<file path="src/rtl/pc_gen.sv">
// rtl/pc_gen.sv - program-counter generator for the instruction-fetch stage
//
// Drives the fetch address every cycle. Sequential advance by STEP under a
// valid/ready handshake, prioritised redirects (exception > branch/call >
// return) and an optional return-address stack.
//
// Optional feature macro: PC_RAS_EN
//   defined   : RAS of RAS_DEPTH entries; calls push i_link, returns pop.
//   undefined : no RAS; i_call/i_link/i_ret ignored, o_ras_empty=1, o_ras_err=0.
//
// Ports:
//   clk          in   clock, rising edge
//   rst          in   asynchronous active-low reset
//   i_ready      in   fetch accepts o_pc this cycle
//   i_stall      in   freeze sequential advance
//   i_halt       in   enter HALT after the current PC is accepted
//   i_exc        in   redirect to EXC_VEC
//   i_br_taken   in   redirect to i_br_target
//   i_br_target  in   branch/call target [N]
//   i_call       in   branch is a call; push i_link
//   i_link       in   return address to push [N]
//   i_ret        in   return; pop RAS top as target
//   o_pc         out  current fetch PC (registered) [N]
//   o_valid      out  o_pc is a valid fetch request
//   o_ras_empty  out  RAS holds no entries
//   o_ras_err    out  one-cycle pulse: return seen on empty RAS

module pc_gen #(
  parameter int           N         = 32,
  parameter logic [N-1:0] RESET_PC  = '0,
  parameter logic [N-1:0] EXC_VEC   = N'(8),
  parameter logic [N-1:0] STEP      = N'(4),
  parameter int           RAS_DEPTH = 4
) (
  input  logic         clk,
  input  logic         rst,
  input  logic         i_ready,
  input  logic         i_stall,
  input  logic         i_halt,
  input  logic         i_exc,
  input  logic         i_br_taken,
  input  logic [N-1:0] i_br_target,
  input  logic         i_call,
  input  logic [N-1:0] i_link,
  input  logic         i_ret,
  output logic [N-1:0] o_pc,
  output logic         o_valid,
  output logic         o_ras_empty,
  output logic         o_ras_err
);

  typedef enum logic [1:0] {BOOT, RUN, HALT} state_t;

  state_t       state_q, state_d;
  logic [N-1:0] pc_d;
  logic         err_d;
  logic         advance;

  assign advance = i_ready & ~i_stall;
  assign o_valid = (state_q == RUN);

`ifdef PC_RAS_EN
  localparam int PTR_W = $clog2(RAS_DEPTH);

  // ras_ptr_q points at the next free slot; the top is the slot below it.
  // Writing through the pointer on a full stack overwrites the oldest entry.
  logic [N-1:0]     ras_mem [RAS_DEPTH];
  logic [PTR_W-1:0] ras_ptr_q;
  logic [PTR_W-1:0] top_idx;
  logic [PTR_W:0]   ras_cnt_q;
  logic [N-1:0]     ras_top;
  logic             ras_empty;
  logic             push, pop;

  assign top_idx     = ras_ptr_q - PTR_W'(1);
  assign ras_top     = ras_mem[top_idx];
  assign ras_empty   = (ras_cnt_q == '0);
  assign o_ras_empty = ras_empty;
`else
  logic unused_ras;
  assign unused_ras  = ^{i_call, i_link, i_ret, err_d};
  assign o_ras_empty = 1'b1;
  assign o_ras_err   = 1'b0;
`endif

  always_comb begin
    state_d = state_q;
    pc_d    = o_pc;
    err_d   = 1'b0;
`ifdef PC_RAS_EN
    push    = 1'b0;
    pop     = 1'b0;
`endif
    case (state_q)
      BOOT: state_d = RUN;
      RUN: begin
        if (i_exc) begin
          pc_d = EXC_VEC;
        end else if (i_br_taken) begin
          pc_d = i_br_target;
`ifdef PC_RAS_EN
          push = i_call;
        end else if (i_ret && !ras_empty) begin
          pop  = 1'b1;
          pc_d = ras_top;
`endif
        end else begin
          // Reaching here with i_ret set means the RAS was empty: flag it
          // and fall through to the ordinary advance/hold behaviour.
          err_d = i_ret;
          if (advance) begin
            pc_d = o_pc + STEP;
            if (i_halt) state_d = HALT;
          end
        end
      end
      HALT: begin
        if (i_exc) begin
          state_d = RUN;
          pc_d    = EXC_VEC;
        end
      end
      default: state_d = BOOT;
    endcase
  end

  always_ff @(posedge clk or negedge rst) begin
    if (!rst) begin
      state_q <= BOOT;
      o_pc    <= RESET_PC;
    end else begin
      state_q <= state_d;
      o_pc    <= pc_d;
    end
  end

`ifdef PC_RAS_EN
  always_ff @(posedge clk or negedge rst) begin
    if (!rst) begin
      ras_ptr_q <= '0;
      ras_cnt_q <= '0;
      o_ras_err <= 1'b0;
    end else begin
      o_ras_err <= err_d;
      if (push) begin
        ras_ptr_q <= ras_ptr_q + PTR_W'(1);
        if (ras_cnt_q != (PTR_W+1)'(RAS_DEPTH)) ras_cnt_q <= ras_cnt_q + 1'b1;
      end else if (pop) begin
        ras_ptr_q <= top_idx;
        ras_cnt_q <= ras_cnt_q - 1'b1;
      end
    end
  end

  // Entry storage needs no reset: the count alone decides what is live.
  always_ff @(posedge clk) begin
    if (push) ras_mem[ras_ptr_q] <= i_link;
  end
`endif

endmodule

</file>
<file path="config.mk">
export PLATFORM = sky130hd
export DESIGN_NAME = pc_gen
export DESIGN_NICKNAME = d
export VERILOG_FILES = /design/src/rtl/pc_gen.sv
export SDC_FILE = /design/constraint.sdc
export NUM_CORES = 1
export LEC_CHECK = 0
export ABC_CLOCK_PERIOD_IN_PS = 3500
export BUFFER_PORTS_ARGS = -buffer_cell sky130_fd_sc_hd__buf_2
export CAP_MARGIN = 20
export CORE_UTILIZATION = 45
export CTS_BUF_LIST = sky130_fd_sc_hd__clkbuf_16
export DETAILED_ROUTE_END_ITERATION = 8
export GPL_TIMING_DRIVEN = 1
export PLACE_DENSITY = 0.78
export SYNTH_ARGS = -nofsm -noshare
export SYNTH_HDL_FRONTEND = slang
export SYNTH_SLANG_ARGS = --single-unit
</file>
<file path="constraint.sdc">
create_clock -name clk -period 3.5 [get_ports clk]
set_input_delay 0.7 -clock clk [delete_from_list [all_inputs] [get_ports clk]]
set_output_delay 0.7 -clock clk [all_outputs]
set_load 0.02 [all_outputs]
</file>
* After elaboration in Yosys (flattened, before gate mapping)
Cells that the tools add are included.
Operators by class: muxes and demuxes 11, reductions and logical operators 4, add/subtract/negate cells 1, eq/ne operators 8, bitwise gates (word level) 2
Operator list (number):
- two-way mux 32 bit | 4
- one-hot mux 32 bit (2 select lines) | 1
- adder 32 x 3 -> 32 bit (second input constant) | 1
- two-way mux 2 bit | 5
- != test 2 bit (second input constant) | 4
- one-hot mux 2 bit (3 select lines) | 1
- AND reduction 5 bit | 1
- != test 4 x 3 -> 1 bit (second input constant) | 1
- AND reduction 3 bit | 1
- equality test 2 x 1 -> 1 bit (second input constant) | 1
- equality test 2 bit (second input constant) | 1
- logical NOT 2 bit | 1
- != test 2 x 1 -> 1 bit (second input constant) | 1
- nonzero test 2 bit | 1
- bitwise AND 1 bit | 1
- NOT 1 bit | 1
Storage, ports and cells: register bits after elaboration 34, logic and storage cells 28, input bits 73

* Logic depth before layout (Yosys ltp)
Gate-level depths: netlist (run 1).
word-level depth 6, gate-level depth with buffers 9

* Worst setup path before layout (run 1)
Ideal clock, no wire load.
path kind register to register, from reg state_q[0], to reg o_pc[4], setup slack 1645 ps, setup time 130 ps, stages on the path, launching flop included 10, clock period less this slack 1855 ps, data arrival time 1725 ps, cells stage by stage dfrtp_1 inv_1 ha_1 and2b_1 o2111ai_1 buf_2 buf_2 nor2_1 o21ai_0 o21ai_0
Between the ends: longest elaborated chain between the ends 3
RTL lines:
- from (decl) | RTL line 54 | state_t state_q, state_d;
- from (signal assigned) | RTL line 132 | state_q <= state_d;
- equality test 2 x 1 -> 1 bit / equality test 2 bit (equally long branches)
- != test 4 x 3 -> 1 bit (no line), or another cell as far along
- AND reduction 3 bit (no line)
- to (signal assigned) | RTL line 133 | o_pc <= pc_d;
- to (decl) | RTL line 46 | output logic [N-1:0] o_pc,
Parallel ways exist; a longest one is shown, timed or not. A chain may end at the register's enable or synchronous reset.

* Worst setup path after layout (run 1)
from reg o_pc[2], to reg o_pc[24]
Between the ends: longest elaborated chain between the ends 5
RTL lines:
- adder 32 x 3 -> 32 bit | RTL line 112 | pc_d = o_pc + STEP;
- two-way mux 32 bit | RTL line 111 | if (advance) begin
- two-way mux 32 bit | RTL line 99 | end else if (i_br_taken) begin
- two-way mux 32 bit | RTL line 97 | if (i_exc) begin
- one-hot mux 32 bit (2 select lines) | RTL line 94 | case (state_q)
Every way passes these cells. The select of a mux whose other input is x is not followed.

==> results_dict.tcl, run 1 <==
set metrics [dict create \
    outcome "completed" \
    dr_total_vias 2322 \
    clock_latency_ns 0.28 \
    post-route-util_pct 58.3 \
    worst_pin_slew_ns 0.900 \
    cp_data_arrival_time_ns 2.52 \
    hold_buffers 0 \
    setup_tns_ns 0 \
    die_h_um 73.3 \
    yosys_warnings 0 \
    synth-seq-cells 34 \
    io_pins 108 \
    synth_top_area_cell "dfrtp_1" \
    period_needed_ns 2.33 \
    p_leak_nw 1.29 \
    layout_commonest_cell "buf_2" \
    antenna_left 0 \
    slew_headroom_pct 40.0 \
    placed_cells 394 \
    clockBufferDepth 2 \
    layout_common_cells "buf_2 (71), dfrtp_1 (34), o21ai_0 (26), nand2_1 (24), nor2_1 (20)" \
    fin_cells 402 \
    cts_sinks 34 \
    use_met2_pct 38.6 \
    start_kind "flip-flop" \
    htree_levels 2 \
    synth_cell_types 54 \
    antenna_found_initial 0 \
    cts_tree "yes" \
    drc 0 \
    cp.required_ns 3.69 \
    nets 412 \
    skew_ns 0.00299 \
    setup_viol 0 \
    grt_start_max_net_pins 41 \
    die_w_um 73.3 \
    post_synth.cell_area_avg_um2 8.50 \
    clk_pin_slew_ns 0.05 \
    start_util_pct 47.5 \
    hpwl_um 4200 \
    synth_edf_count 0 \
    synthToLayoutAreaGrowth_pct 22.9 \
    slew_violations 0 \
    diodes 0 \
    gr-total-overflow 0 \
    core-area_mm2 0.00482 \
    grt-busiest-layer "met2" \
    fin_crit_sh_pct 66.7 \
    postSynthCellCount 269 \
    drt_iter0_drc 237 \
    numCtsBuffers 5 \
    synth_area_leaders "dfrtp_1 (37%), o21ai_0 (5.7%), a22oi_1 (3.9%)" \
    syn-num-nets 347 \
    maxCapViolations 0 \
    dieArea_mm2 0.00537 \
    post_cts_buffers 0 \
    synthArstFlopShare_pct 100 \
    vdd_drop_max_mv 0.479 \
    endpoint_kind "flip-flop" \
    drt-total-wl_um 6020 \
    synth.top_cell.area_share_pct 37.2 \
    p_per_area_mw_per_mm2 793 \
    grt_util_met3_pct 4.66 \
    synthFlopType "dfrtp_1" \
    ctsResizeCount 0 \
    netlist_area_mm2 0.00229 \
    wl_per_cell_um 15.0 \
    worst-r2r-setup-slack_ns 1.17 \
    grt_pass1_vias 2127 \
    first_pass_iters 4 \
    grt_pass1_wl_um 10200 \
    timing_hold_violations_final 0 \
    grt_usage_pct 24.7 \
    fp-row-count 25 \
    root_buffer "clkbuf_16" \
    avgViaCountPerCell 5.78 \
    portBuffers 71 \
    place_congestion 0.833 \
    cp_max_fo 13 \
    crit_type "flip-flop to flip-flop" \
    yosysSeqAreaShare_pct 37.2 \
    grtUsageMet1_pct 34.8 \
    hp-class "input port to async pin" \
    timing.fmax_mhz 428 \
    drive_above_1_share_pct 27.8 \
    rsz0062_at_grt "no" \
]
==> power breakdown <==
group          switching [mW]  total, mW  internal, mW
clock                   0.165      0.422         0.257
combinational           0.695       1.06         0.367
sequential              0.197      0.743         0.547
==> cells in the mapped netlist, drive strengths merged (7+ instances only) <==
library cell  instances
clkbuf                8
a22oi                12
a21oi                12
buf                   7
nand4                 9
a31oi                 7
inv                  18
o21ai                35
nand2                24
nand3                10
nor4                  7
nor2                 20
dfrtp                34
==> worst paths after layout <==
| check | to | cells past startpoint | startpoint |
|---|---|---|---|
| max in group asynchronous | o_pc[8] | 1 | rst |
| worst max register to register | o_pc[24] | 6 | o_pc[2] |
| worst min register to register | o_pc[27] | 1 | o_pc[27] |
| worst min-delay path | o_pc[29] | 1 | rst |
| worst max-delay path | o_pc[24] | 6 | o_pc[2] |
| min in group clk | o_pc[27] | 1 | o_pc[27] |
==> area by class of cell <==
class,count,area (µm²)
Multi-Input combinational cell,202,1300
Clock buffer,5,125
Timing Repair Buffer,73,370
Sequential cell,34,851
Clock inverter,3,12.5
Inverter,18,67.6
Tap cell,67,83.8
Fill cell,474,2010
==> metrics by stage <==
stage | total power [mW] | hold slack, ns | area [µm²] | setup slack [ns]
after floorplan | 1.45 | 0.404 | 2290 | 1.64
after global placement | 1.78 | 0.533 | 2670 | 1.17
after detailed placement | 1.81 | 0.544 | 2670 | 1.14
after CTS | 2.24 | 0.531 | 2810 | 1.18
after global routing | 2.41 | 0.567 | 2810 | 0.936
final | 2.23 | 0.501 | 2810 | 1.17
==> logic make-up after synthesis <==
family          count (synthesis)  synth area share (%)
flops                          34                  37.2
buf+inv                        33                  6.40
compound gates                 96                  28.3
mux                             1                 0.492
xor+xnor                        4                  1.53
fa+ha+maj                       5                  2.74
simple gates                   94                  23.0
other cells                     2                 0.328
==> state kept, by name (all words and copies together), names as in the netlist <==
name and cells:
o_pc 32, state_q 2
==> layer usage <==
metal	share of wire, %	vias up
met5	0	-
met4	1.1	0
met1	45	1093
met3	6.1	5
li1	-	1138
met2	48	86
==> critical path, stage by stage (launching register included) <==
cell and delay, ns:
dfrtp_1 0.40, ha_1 0.23, nand4_1 0.23, nor2_1 0.67
nand3_1 0.25, o31a_1 0.30, o22ai_1 0.15
(Power assumes the default switching activity.)
==> run 2: changes to the inputs <==
==> config.mk (replaced) <==
export PLATFORM = sky130hd
export DESIGN_NAME = pc_gen
export DESIGN_NICKNAME = d
export VERILOG_FILES = /design/src/rtl/pc_gen.sv
export SDC_FILE = /design/constraint.sdc
export NUM_CORES = 1
export LEC_CHECK = 0
export ABC_CLOCK_PERIOD_IN_PS = 2050
export BUFFER_PORTS_ARGS = -buffer_cell sky130_fd_sc_hd__buf_2
export CAP_MARGIN = 20
export CORE_UTILIZATION = 42
export CTS_BUF_LIST = sky130_fd_sc_hd__clkbuf_16
export DETAILED_ROUTE_END_ITERATION = 8
export GPL_TIMING_DRIVEN = 1
export PLACE_DENSITY = 0.76
export SYNTH_ARGS = -nofsm -noshare
export SYNTH_HDL_FRONTEND = slang
export SYNTH_SLANG_ARGS = --single-unit
==> constraint.sdc (replaced) <==
create_clock -name clk -period 2.05 [get_ports clk]
set_input_delay 0.41 -clock clk [delete_from_list [all_inputs] [get_ports clk]]
set_output_delay 0.41 -clock clk [all_outputs]
set_load 0.02 [all_outputs]
==> run 2 against run 1 <==
Die area increased by 7.0%. Utilization fell by 1.4 points. Worst hold slack lost 0.29 ns. Power increased by 80%. Clock-buffer cell count did not move. Cell count increased by 4.2%. Sequential power increased by 72%. Critical path type unchanged.
==> results_dict.tcl, run 2 (synthesized netlist as in run 1, its figures left out) <==
set metrics [dict create \
    outcome "completed" \
    layout_commonest_cell "buf_2" \
    grt_start_max_net_pins 41 \
    top_register "o_pc" \
    synthToLayoutAreaGrowth_pct 28.8 \
    cell_internal_pwr_mw 2.14 \
    drt-total-wl_um 6330 \
    period_needed_ns 1.89 \
    place_congestion 0.823 \
    drc 0 \
    antenna_found_initial 0 \
    cpPeakStageDelay_ns 0.39 \
    hpwl_um 4530 \
    grt_pass1_vias 2300 \
    first_pass_iters 4 \
    cp.required_ns 2.19 \
    fillers 489 \
    seqPwrFrac_pct 31.9 \
    timing.fmax_mhz 528 \
    slew_headroom_pct 46.9 \
    clock_latency_ns 0.28 \
    wl_per_cell_um 15.1 \
    p_comb_share_pct 50.1 \
    htree_levels 2 \
    path_buf_inv 2 \
    dp_slack_ns 0.110 \
    worst_pin_slew_ns 0.796 \
    drive_above_1_share_pct 30.9 \
    nets 426 \
    clk_pin_slew_ns 0.05 \
    endpoint_kind "flip-flop" \
    fp-row-count 26 \
    antenna_left 0 \
    largest_reg_flops 32 \
    p_per_area_mw_per_mm2 1360 \
    fin_crit_sh_pct 92.4 \
    top_regs "o_pc: 32 flops, state_q: 2 flops" \
    hold_buffers 0 \
    crit_slowest_cell "dfrtp_1" \
    avgViaCountPerCell 5.71 \
    cts_tree "yes" \
    die_h_um 75.8 \
    maxCapViolations 0 \
    dieArea_mm2 0.00574 \
    rsz0062_at_grt "no" \
    grt_usage_pct 23.9 \
    numCtsBuffers 5 \
    switchingPower_mw 1.86 \
    setup_tns_ns 0 \
    path_cells "inv_1 -> ha_1 -> and2b_1 -> o2111ai_2 -> buf_12 -> a41oi_1 -> o21ai_1 -> o311ai_2" \
    hp-class "input port to async pin" \
    cp_data_arrival_time_ns 2.04 \
    skew_ns 0.00627 \
    dr_total_vias 2391 \
    portBuffers 71 \
    fin_ws_ns 0.155 \
    gr-total-overflow 0 \
    cp_max_fo 29 \
    drt_iter0_drc 200 \
    layout_common_cells "buf_2 (71), dfrtp_1 (34), o21ai_0 (25), nand2_1 (24)" \
    setup_viol 0 \
    diodes 0 \
    core-area_mm2 0.00517 \
    crit_type "flip-flop to flip-flop" \
    root_buffer "clkbuf_16" \
    timing_hold_violations_final 0 \
    path_delay_family "compound AO/OA/AOI/OAI gates" \
    p_clk_share_pct 18.0 \
    vdd_drop_max_mv 0.679 \
    slew_violations 0 \
    start_kind "flip-flop" \
    clockBufferDepth 2 \
    io_pins 108 \
    die_w_um 75.8 \
    start_util_pct 44.2 \
    sw_frac_of_total_pct 46.5 \
    p_leak_nw 1.37 \
    grt_pass1_wl_um 10400 \
    cts_sinks 34 \
]
==> run 2: changes by cell type in the layout (fill, tap and decap cells not counted), sizes merged <==
cell  before  now
buf       73   87
==> run 2: area by class of cell <==
class                   instances  area, µm²  area share [%]
clock buffers                   5        125            4.25
well taps                      70       87.6            2.97
clock inverters                 3       12.5           0.425
repair buffers                 87        500            17.0
multi-input cells             202       1300            44.2
flip-flops and latches         34        851            28.9
inverters                      18       67.6            2.29
==> run 2: worst paths after layout <==
path,slack (ns),to,depth (start not counted),startpoint
max in group asynchronous,1.32,o_pc[8],1,rst
min in group clk,0.33,o_pc[23],3,i_br_target[23]
worst max-delay path,0.16,o_pc[25],8,state_q[0]
worst max register to register,0.16,o_pc[25],8,state_q[0]
worst min register to register,0.55,o_pc[27],1,o_pc[27]
worst min-delay path,0.21,o_pc[27],1,rst
==> run 2: power groups by stage <==
stage / sequential, mW / combinational (mW) / clock [mW]
finish: 1.28 / 2.00 / 0.722
global route: 1.33 / 2.22 / 0.754
CTS: 1.27 / 2.00 / 0.732
detailed placement: 1.28 / 1.99 / 0
global placement: 1.26 / 1.95 / 0
floorplan: 1.51 / 0.970 / 0
==> run 2: per-stage QoR <==
step                utilization, %  power [mW]  cell area, µm²  hold WS (ns)  instances
CTS                           56.8        4.00            2940         0.256        419
floorplan                        -        2.48            2290         0.114        269
detailed placement            54.2        3.27            2800         0.530        411
global route                  57.0        4.30            2950         0.283        419
global placement              54.2        3.21            2800         0.535        411
finish                        57.0        4.00            2950         0.214        419
==> run 2: metal layers <==
| metal | GRT usage, % | vias up | wire length, µm |
|---|---|---|---|
| li1 | - | 1170 | - |
| met1 | 29.7 | 1123 | 2860 |
| met2 | 41.3 | 86 | 3010 |
| met3 | 4.37 | 12 | 337 |
| met4 | 8.44 | 0 | 111 |
| met5 | 0 | - | 0 |
==> run 2: repair_timing <==
item                                    4_1_cts  5_1_grt
resized for setup                             0        3
endpoints found under the setup margin        0       16
buffers inserted                              0        0
